$ cat src/rtl/mips_ctrl_pkg.sv
// Shared codes and state encodings for the multicycle MIPS controller, datapath and ALU.
// The TRAP state exists only when MIPS_CTRL_ILLEGAL_TRAP_EN is defined.
package mips_ctrl_pkg;

  localparam logic [5:0] OP_RTYPE = 6'b000000;
  localparam logic [5:0] OP_LW    = 6'b100011;
  localparam logic [5:0] OP_SW    = 6'b101011;
  localparam logic [5:0] OP_BEQ   = 6'b000100;
  localparam logic [5:0] OP_ADDI  = 6'b001000;
  localparam logic [5:0] OP_J     = 6'b000010;

  localparam logic [5:0] FN_ADD = 6'b100000;
  localparam logic [5:0] FN_SUB = 6'b100010;
  localparam logic [5:0] FN_AND = 6'b100100;
  localparam logic [5:0] FN_OR  = 6'b100101;
  localparam logic [5:0] FN_SLT = 6'b101010;

  localparam logic [4:0] ALU_ADD = 5'b00010;
  localparam logic [4:0] ALU_SUB = 5'b00110;
  localparam logic [4:0] ALU_AND = 5'b00000;
  localparam logic [4:0] ALU_OR  = 5'b00001;
  localparam logic [4:0] ALU_SLT = 5'b00111;

  localparam logic [1:0] PCSRC_ALU = 2'b00;
  localparam logic [1:0] PCSRC_TGT = 2'b01;
  localparam logic [1:0] PCSRC_JMP = 2'b10;

  localparam logic [1:0] SRCB_B    = 2'b00;
  localparam logic [1:0] SRCB_4    = 2'b01;
  localparam logic [1:0] SRCB_IMM  = 2'b10;
  localparam logic [1:0] SRCB_IMM4 = 2'b11;

  localparam logic [3:0] S_FETCH  = 4'd0;
  localparam logic [3:0] S_INC    = 4'd1;
  localparam logic [3:0] S_DECODE = 4'd2;
  localparam logic [3:0] S_EXEC   = 4'd3;
  localparam logic [3:0] S_RWB    = 4'd4;
  localparam logic [3:0] S_MEMADR = 4'd5;
  localparam logic [3:0] S_MEMRD  = 4'd6;
  localparam logic [3:0] S_MEMWR  = 4'd7;
  localparam logic [3:0] S_MEMWB  = 4'd8;
  localparam logic [3:0] S_BR_TGT = 4'd9;
  localparam logic [3:0] S_BR_CMP = 4'd10;
  localparam logic [3:0] S_ADDIEX = 4'd11;
  localparam logic [3:0] S_ADDIWB = 4'd12;
  localparam logic [3:0] S_JUMP   = 4'd13;
`ifdef MIPS_CTRL_ILLEGAL_TRAP_EN
  localparam logic [3:0] S_TRAP   = 4'd14;
`endif

endpackage

$ cat src/rtl/mips_controller_alu_decoder.sv
// Combinational funct-to-ALUControl map for R-type instructions; flags unknown funct codes.
module alu_decoder
  import mips_ctrl_pkg::*;
(
  input  logic [5:0] i_funct,
  output logic [4:0] o_alu_ctrl,
  output logic       o_illegal
);

  always_comb begin
    o_alu_ctrl = ALU_ADD;
    o_illegal  = 1'b0;
    case (i_funct)
      FN_ADD:  o_alu_ctrl = ALU_ADD;
      FN_SUB:  o_alu_ctrl = ALU_SUB;
      FN_AND:  o_alu_ctrl = ALU_AND;
      FN_OR:   o_alu_ctrl = ALU_OR;
      FN_SLT:  o_alu_ctrl = ALU_SLT;
      default: o_illegal  = 1'b1;
    endcase
  end

endmodule

$ cat src/rtl/mips_controller.sv
// Moore-style multicycle MIPS control FSM with a memory-latency counter.
// Optional macro MIPS_CTRL_ILLEGAL_TRAP_EN: unknown op/funct locks into TRAP instead of acting as a NOP.
module mips_controller
  import mips_ctrl_pkg::*;
#(
  parameter int unsigned MEM_LAT = 1
) (
  input  logic       clk,
  input  logic       reset,
  input  logic [5:0] op,
  input  logic [5:0] funct,
  input  logic       zero,
  output logic       memRead,
  output logic       memWrite,
  output logic       IorD,
  output logic       IRWrite,
  output logic       pcWrite,
  output logic       pcWriteCond,
  output logic [1:0] PCSrc,
  output logic       targetWrite,
  output logic       ALUSrcA,
  output logic [1:0] ALUSrcB,
  output logic [4:0] ALUControl,
  output logic       RegDst,
  output logic       MemtoReg,
  output logic       RegWrite,
  output logic       illegalInsn
);

  localparam logic [3:0] LAT_LAST = 4'(MEM_LAT - 1);
`ifdef MIPS_CTRL_ILLEGAL_TRAP_EN
  localparam logic [3:0] S_ILLEGAL_DST = S_TRAP;
`else
  localparam logic [3:0] S_ILLEGAL_DST = S_FETCH;
`endif

  logic [3:0] r_state;
  logic [3:0] r_cnt;
  logic [3:0] w_next;
  logic       w_lat_done;
  logic       w_counting;
  logic [4:0] w_funct_alu;
  logic       w_funct_bad;
  logic       w_irwrite, w_pcwrite, w_pcwritecond, w_targetwrite, w_memwrite, w_regwrite;
  logic       w_unused_zero;

  alu_decoder u_alu_decoder (
    .i_funct    (funct),
    .o_alu_ctrl (w_funct_alu),
    .o_illegal  (w_funct_bad)
  );

  // Branch resolution happens in the datapath, which gates pcWriteCond with zero.
  assign w_unused_zero = zero & (r_state == S_BR_CMP);

  assign w_counting = (r_state == S_FETCH) || (r_state == S_MEMRD);
  assign w_lat_done = (r_cnt == LAT_LAST);

  always_ff @(posedge clk or negedge reset) begin
    if (!reset) begin
      r_state <= S_FETCH;
      r_cnt   <= '0;
    end else begin
      r_state <= w_next;
      r_cnt   <= (w_counting && !w_lat_done) ? r_cnt + 4'd1 : '0;
    end
  end

  always_comb begin
    w_next = S_FETCH;
    case (r_state)
      S_FETCH:  w_next = w_lat_done ? S_INC : S_FETCH;
      S_INC:    w_next = S_DECODE;
      S_DECODE: begin
        case (op)
          OP_RTYPE:     w_next = S_EXEC;
          OP_LW, OP_SW: w_next = S_MEMADR;
          OP_BEQ:       w_next = S_BR_TGT;
          OP_ADDI:      w_next = S_ADDIEX;
          OP_J:         w_next = S_JUMP;
          default:      w_next = S_ILLEGAL_DST;
        endcase
      end
      S_EXEC:   w_next = w_funct_bad ? S_ILLEGAL_DST : S_RWB;
      S_MEMADR: w_next = (op == OP_SW) ? S_MEMWR : S_MEMRD;
      S_MEMRD:  w_next = w_lat_done ? S_MEMWB : S_MEMRD;
      S_BR_TGT: w_next = S_BR_CMP;
      S_ADDIEX: w_next = S_ADDIWB;
`ifdef MIPS_CTRL_ILLEGAL_TRAP_EN
      S_TRAP:   w_next = S_TRAP;
`endif
      default:  w_next = S_FETCH;
    endcase
  end

  always_comb begin
    memRead       = 1'b0;
    IorD          = 1'b0;
    PCSrc         = PCSRC_ALU;
    ALUSrcA       = 1'b0;
    ALUSrcB       = SRCB_B;
    ALUControl    = ALU_ADD;
    RegDst        = 1'b0;
    MemtoReg      = 1'b0;
    w_irwrite     = 1'b0;
    w_pcwrite     = 1'b0;
    w_pcwritecond = 1'b0;
    w_targetwrite = 1'b0;
    w_memwrite    = 1'b0;
    w_regwrite    = 1'b0;
    case (r_state)
      S_FETCH: begin
        memRead   = 1'b1;
        ALUSrcB   = SRCB_4;
        w_irwrite = w_lat_done;
      end
      S_INC:    w_pcwrite = 1'b1;
      S_DECODE: ALUSrcB = SRCB_IMM4;
      S_EXEC: begin
        ALUSrcA    = 1'b1;
        ALUControl = w_funct_alu;
      end
      S_RWB: begin
        RegDst     = 1'b1;
        w_regwrite = 1'b1;
      end
      S_MEMADR, S_ADDIEX: begin
        ALUSrcA = 1'b1;
        ALUSrcB = SRCB_IMM;
      end
      S_MEMRD: begin
        memRead = 1'b1;
        IorD    = 1'b1;
      end
      S_MEMWB: begin
        MemtoReg   = 1'b1;
        w_regwrite = 1'b1;
      end
      S_MEMWR: begin
        w_memwrite = 1'b1;
        IorD       = 1'b1;
      end
      S_BR_TGT: begin
        w_targetwrite = 1'b1;
        ALUSrcA       = 1'b1;
        ALUControl    = ALU_SUB;
      end
      S_BR_CMP: begin
        w_pcwritecond = 1'b1;
        PCSrc         = PCSRC_TGT;
      end
      S_ADDIWB: w_regwrite = 1'b1;
      S_JUMP: begin
        w_pcwrite = 1'b1;
        PCSrc     = PCSRC_JMP;
      end
      default: ;
    endcase
  end

  // Write enables are also masked directly by reset so an abort is immediate.
  assign IRWrite     = w_irwrite     & reset;
  assign pcWrite     = w_pcwrite     & reset;
  assign pcWriteCond = w_pcwritecond & reset;
  assign targetWrite = w_targetwrite & reset;
  assign memWrite    = w_memwrite    & reset;
  assign RegWrite    = w_regwrite    & reset;

`ifdef MIPS_CTRL_ILLEGAL_TRAP_EN
  assign illegalInsn = (r_state == S_TRAP);
`else
  assign illegalInsn = 1'b0;
`endif

endmodule

$ cat config.mk
export PLATFORM = sky130hd
export DESIGN_NAME = mips_controller
export DESIGN_NICKNAME = d
export VERILOG_FILES = /design/src/rtl/mips_ctrl_pkg.sv /design/src/rtl/mips_controller_alu_decoder.sv /design/src/rtl/mips_controller.sv
export SDC_FILE = /design/constraint.sdc
export NUM_CORES = 1
export LEC_CHECK = 0
export CAP_MARGIN = 20
export CORE_UTILIZATION = 31
export CTS_CLUSTER_DIAMETER = 100
export CTS_CLUSTER_SIZE = 14
export DETAILED_ROUTE_END_ITERATION = 16
export HOLD_SLACK_MARGIN = 0.12
export MAX_ROUTING_LAYER = met4
export PLACE_DENSITY = 0.65
export SYNTH_ARGS = -nofsm -noshare
export SYNTH_HDL_FRONTEND = slang
export SYNTH_SLANG_ARGS = --single-unit
$ cat constraint.sdc
create_clock -name clk -period 1.55 [get_ports clk]
set_clock_uncertainty 0.15 [all_clocks]
set_input_delay 0.2325 -clock clk [delete_from_list [all_inputs] [get_ports clk]]
set_output_delay 0.2325 -clock clk [all_outputs]
set_load 0.01 [all_outputs]
==> impl_results.md <==
- Fin nets: 208
- Clk slew on worst S/H paths: 60 ps
- Worst-path fanout max: 4
- Maximum vdd ir drop: 0.000926 V
- Failing checks: negative setup slack
- Period Utilization, post-route: 130%
- # IOs: 36
- Share of cells above drive strength 1: 64.6%
- DIE WIDTH: 51.2 um
- Die H: 51.2 um
- Critical-path cell list: or2_4, or4_4, nand2b_4, buf_6
- Remaining DRCs: 0
- Req. time, crit path: 1170 ps
- Vias in the first global route: 1067
- Area growth syn-to-layout: 132%
- Worst Hold Class: primary input to asynchronous set/reset pin
- Setup TNS Final: -6490 ps
- Remaining Overflow, GRT: 0
- Filler instances: 152
- MaxCap Viol Count: 0
- Leak Pwr: 0.000836 uW
- Initial DRC count: 20
- Vias per cell: 5.31
- Dominant cells by area after synthesis: dfrtp_1 (27%), nor2_1 (7.0%), nor3_1 (4.7%)
- Clk pwr share: 8.5%
- Startpoint Class: register
- Flip-flop and latch area: 200 um^2
- Clock Latency Late Sink: 270 ps
- Fin. Hold Viols: 0
- # port buffers: 31
- Final Critical Period: 2020 ps
- DRT antenna net count: 0
- Sequential area share after synthesis: 26.7%
- Comb power frac: 78.6%
- Netlist cell types: 39
- Antenna violations before repair: 0
- Global-route wire length before repair: 4950 um
- P_sw: 847 uW
- Post-synth top area share: 26.7%
- CTS tree: built
- Root Driver: clkbuf_4
- Full die area: 0.00262 mm^2
- Crit Path Category: register to primary output
- DR vias: 1152
- Switching power share of the total: 41.6%
- Setup violators final: 26
- DRT Pass-1 Iters: 4
- Pwr Total: 2040 uW
- Yosys top cell by area: dfrtp_1
- Hold_buf cts: 0
- Power density over the cells: 1170 mW/mm^2
- Reg power frac: 12.9%
- Antenna diodes: 0
- Synth Area per Inst: 7.42 um^2
- Post-route worst setup slack: -471 ps
- CP Capture Type: primary output
- CTS H-tree depth: 1
- Status: finished with violations
- Area of the multi-input gates: 689 um^2
- Wire per inst: 16.3 um
- Max incr delay on CP: 460 ps
- DP Wirelength: 1900 um
- DP Area: 0.00137 mm^2
- Syn Inst Count: 101
- Gr usage total: 26.4%
- CP max stage cell: or4_4
- Internal power: 1190 uW
- Core Footprint: 0.00225 mm^2
- Arr. time, crit path: 1640 ps
- #FFs+latches synth: 8
- Syn. warnings: 0
- Largest net degree at the start of global routing: 11
- CTS Sinks: 8
- Cell Rows: 17
- Synthesized cell area: 749 um^2
- Unrepaired setup endpoints after global routing: yes
- CTS Buf Count: 3
- Global placement routability congestion: 0.857
- Worst hold slack: 286 ps
- DRT Wirelength: 3550 um
- Initial Util: 33.2%
- Final Instance Area: 0.00174 mm^2
- Max frequency: 495 MHz
- Fin. max-slew vios: 0
- Maximum clock insertion buffer count: 2
## critical path: cells and delay by family (launching register included)
family                 cells  cell delay (ps)
and+or+nand+nor            3              880
DFF                        1              380
buffers and inverters      1              110
## through the flow
stage | std cells | utilization, % | setup WS [ps]
after floorplan | 103 | - | -131
after global placement | 192 | 60.6 | -674
after detailed placement | 192 | 60.6 | -712
after CTS | 206 | 68.8 | -455
after global routing | 217 | 77.0 | -508
final | 217 | 77.0 | -471
## registers in the layout, summed over array words and instances (netlist names)
signal,count
r_cnt,4
r_state,4
## synthesized netlist by cell type
library cell  number
a211o_1            1
a21oi_1            3
a2bb2oi_1          1
a32oi_1            1
and2_1             2
and3_1             3
buf_2              2
buf_4              3
clkbuf_1           3
clkinv_1           1
conb_1             1
dfrtp_1            8
ha_1               2
inv_1              3
inv_2              1
mux2i_1            1
nand2_1            8
nand2b_1           5
nand3_1            2
nand4_1            1
nor2_1            14
nor2b_1            3
nor3_1             7
nor3b_1            1
nor4_1             1
o21a_1             1
o21ai_0            4
o21ai_1            1
o221ai_1           1
o22ai_1            2
o22ai_2            1
o31ai_1            2
o32ai_1            1
or2_4              1
or3_1              1
or3b_1             2
or4_4              1
xnor2_1            2
xor2_1             3
## path summary, 6_finish.rpt
path,startpoint,endpoint,slack (ps),depth (start not counted)
hold reg to reg,r_cnt[0]$_DFF_PN0_,r_cnt[0]$_DFF_PN0_,420,2
setup reg to reg,r_cnt[0]$_DFF_PN0_,r_state[2]$_DFF_PN0_,-270,7
max in group asynchronous,reset,r_state[0]$_DFF_PN0_,850,2
setup / recovery,r_state[2]$_DFF_PN0_,ALUControl[1],-470,4
hold / removal,reset,r_cnt[1]$_DFF_PN0_,290,2
min in group clk,r_cnt[0]$_DFF_PN0_,r_cnt[0]$_DFF_PN0_,420,2
## timing repair
item | CTS | global route
cloned | 1 | 0
gates resized for setup | 110 | 28
endpoints found under the setup margin | 23 | 25
setup buffers | 10 | 13
pin swaps | 16 | 7
## layout make-up
| class | instances | area share [%] |
|---|---|---|
| multi-input cells | 82 | 39.7 |
| flip-flops and latches | 8 | 11.5 |
| clock buffers | 3 | 1.30 |
| well taps | 28 | 2.02 |
| inverters | 5 | 1.23 |
| repair buffers | 91 | 44.2 |
## routing by layer
layer	GRT usage [%]	vias up	part of all wire [%]
met5	-	-	0
met4	12.5	0	3.1
met3	2.68	11	4.9
met2	45.6	47	52
met1	30.4	567	40
li1	-	527	-
## power by group through the flow
stage          Combinational [uW]  Sequential [uW]  Clock, uW
5_1_grt                      1670              266        188
3_5_place_dp                  960              261          0
4_1_cts                      1200              261        173
3_3_place_gp                  949              261          0
2_1_floorplan                 430              267          0
6_report                     1600              263        173
## cells by family (layout without fill, tap and decap cells)
logic type                 after synthesis  in the layout  synth area share [%]
buffers and inverters                   13             99                  8.35
adders and majority gates                2              2                  3.34
xor gates and xnor gates                 5              5                  5.84
and+or+nand+nor                         52             52                  36.4
muxes                                    1              1                  1.34
other                                    1              3                 0.500
DFF                                      8              8                  26.7
AOI/OAI and AO/OA                       19             19                  17.5
## placed cells by master, fill, tap and decap left out, types with 3 or more instances in the layout
master           instances
nor2_2                   6
a21oi_1                  3
o21ai_0                  4
nand2_2                  3
inv_1                    3
clkbuf_4                 3
buf_6                   19
nand2b_4                 5
nand2_1                  4
buf_2                   11
nor2_1                   3
nor3_1                   3
xor2_1                   3
dfrtp_1                  8
nor2_4                   5
conb_1                   3
clkdlybuf4s50_1         13
nor3_2                   3
buf_4                   47
Power figures use the tool's default switching activity.
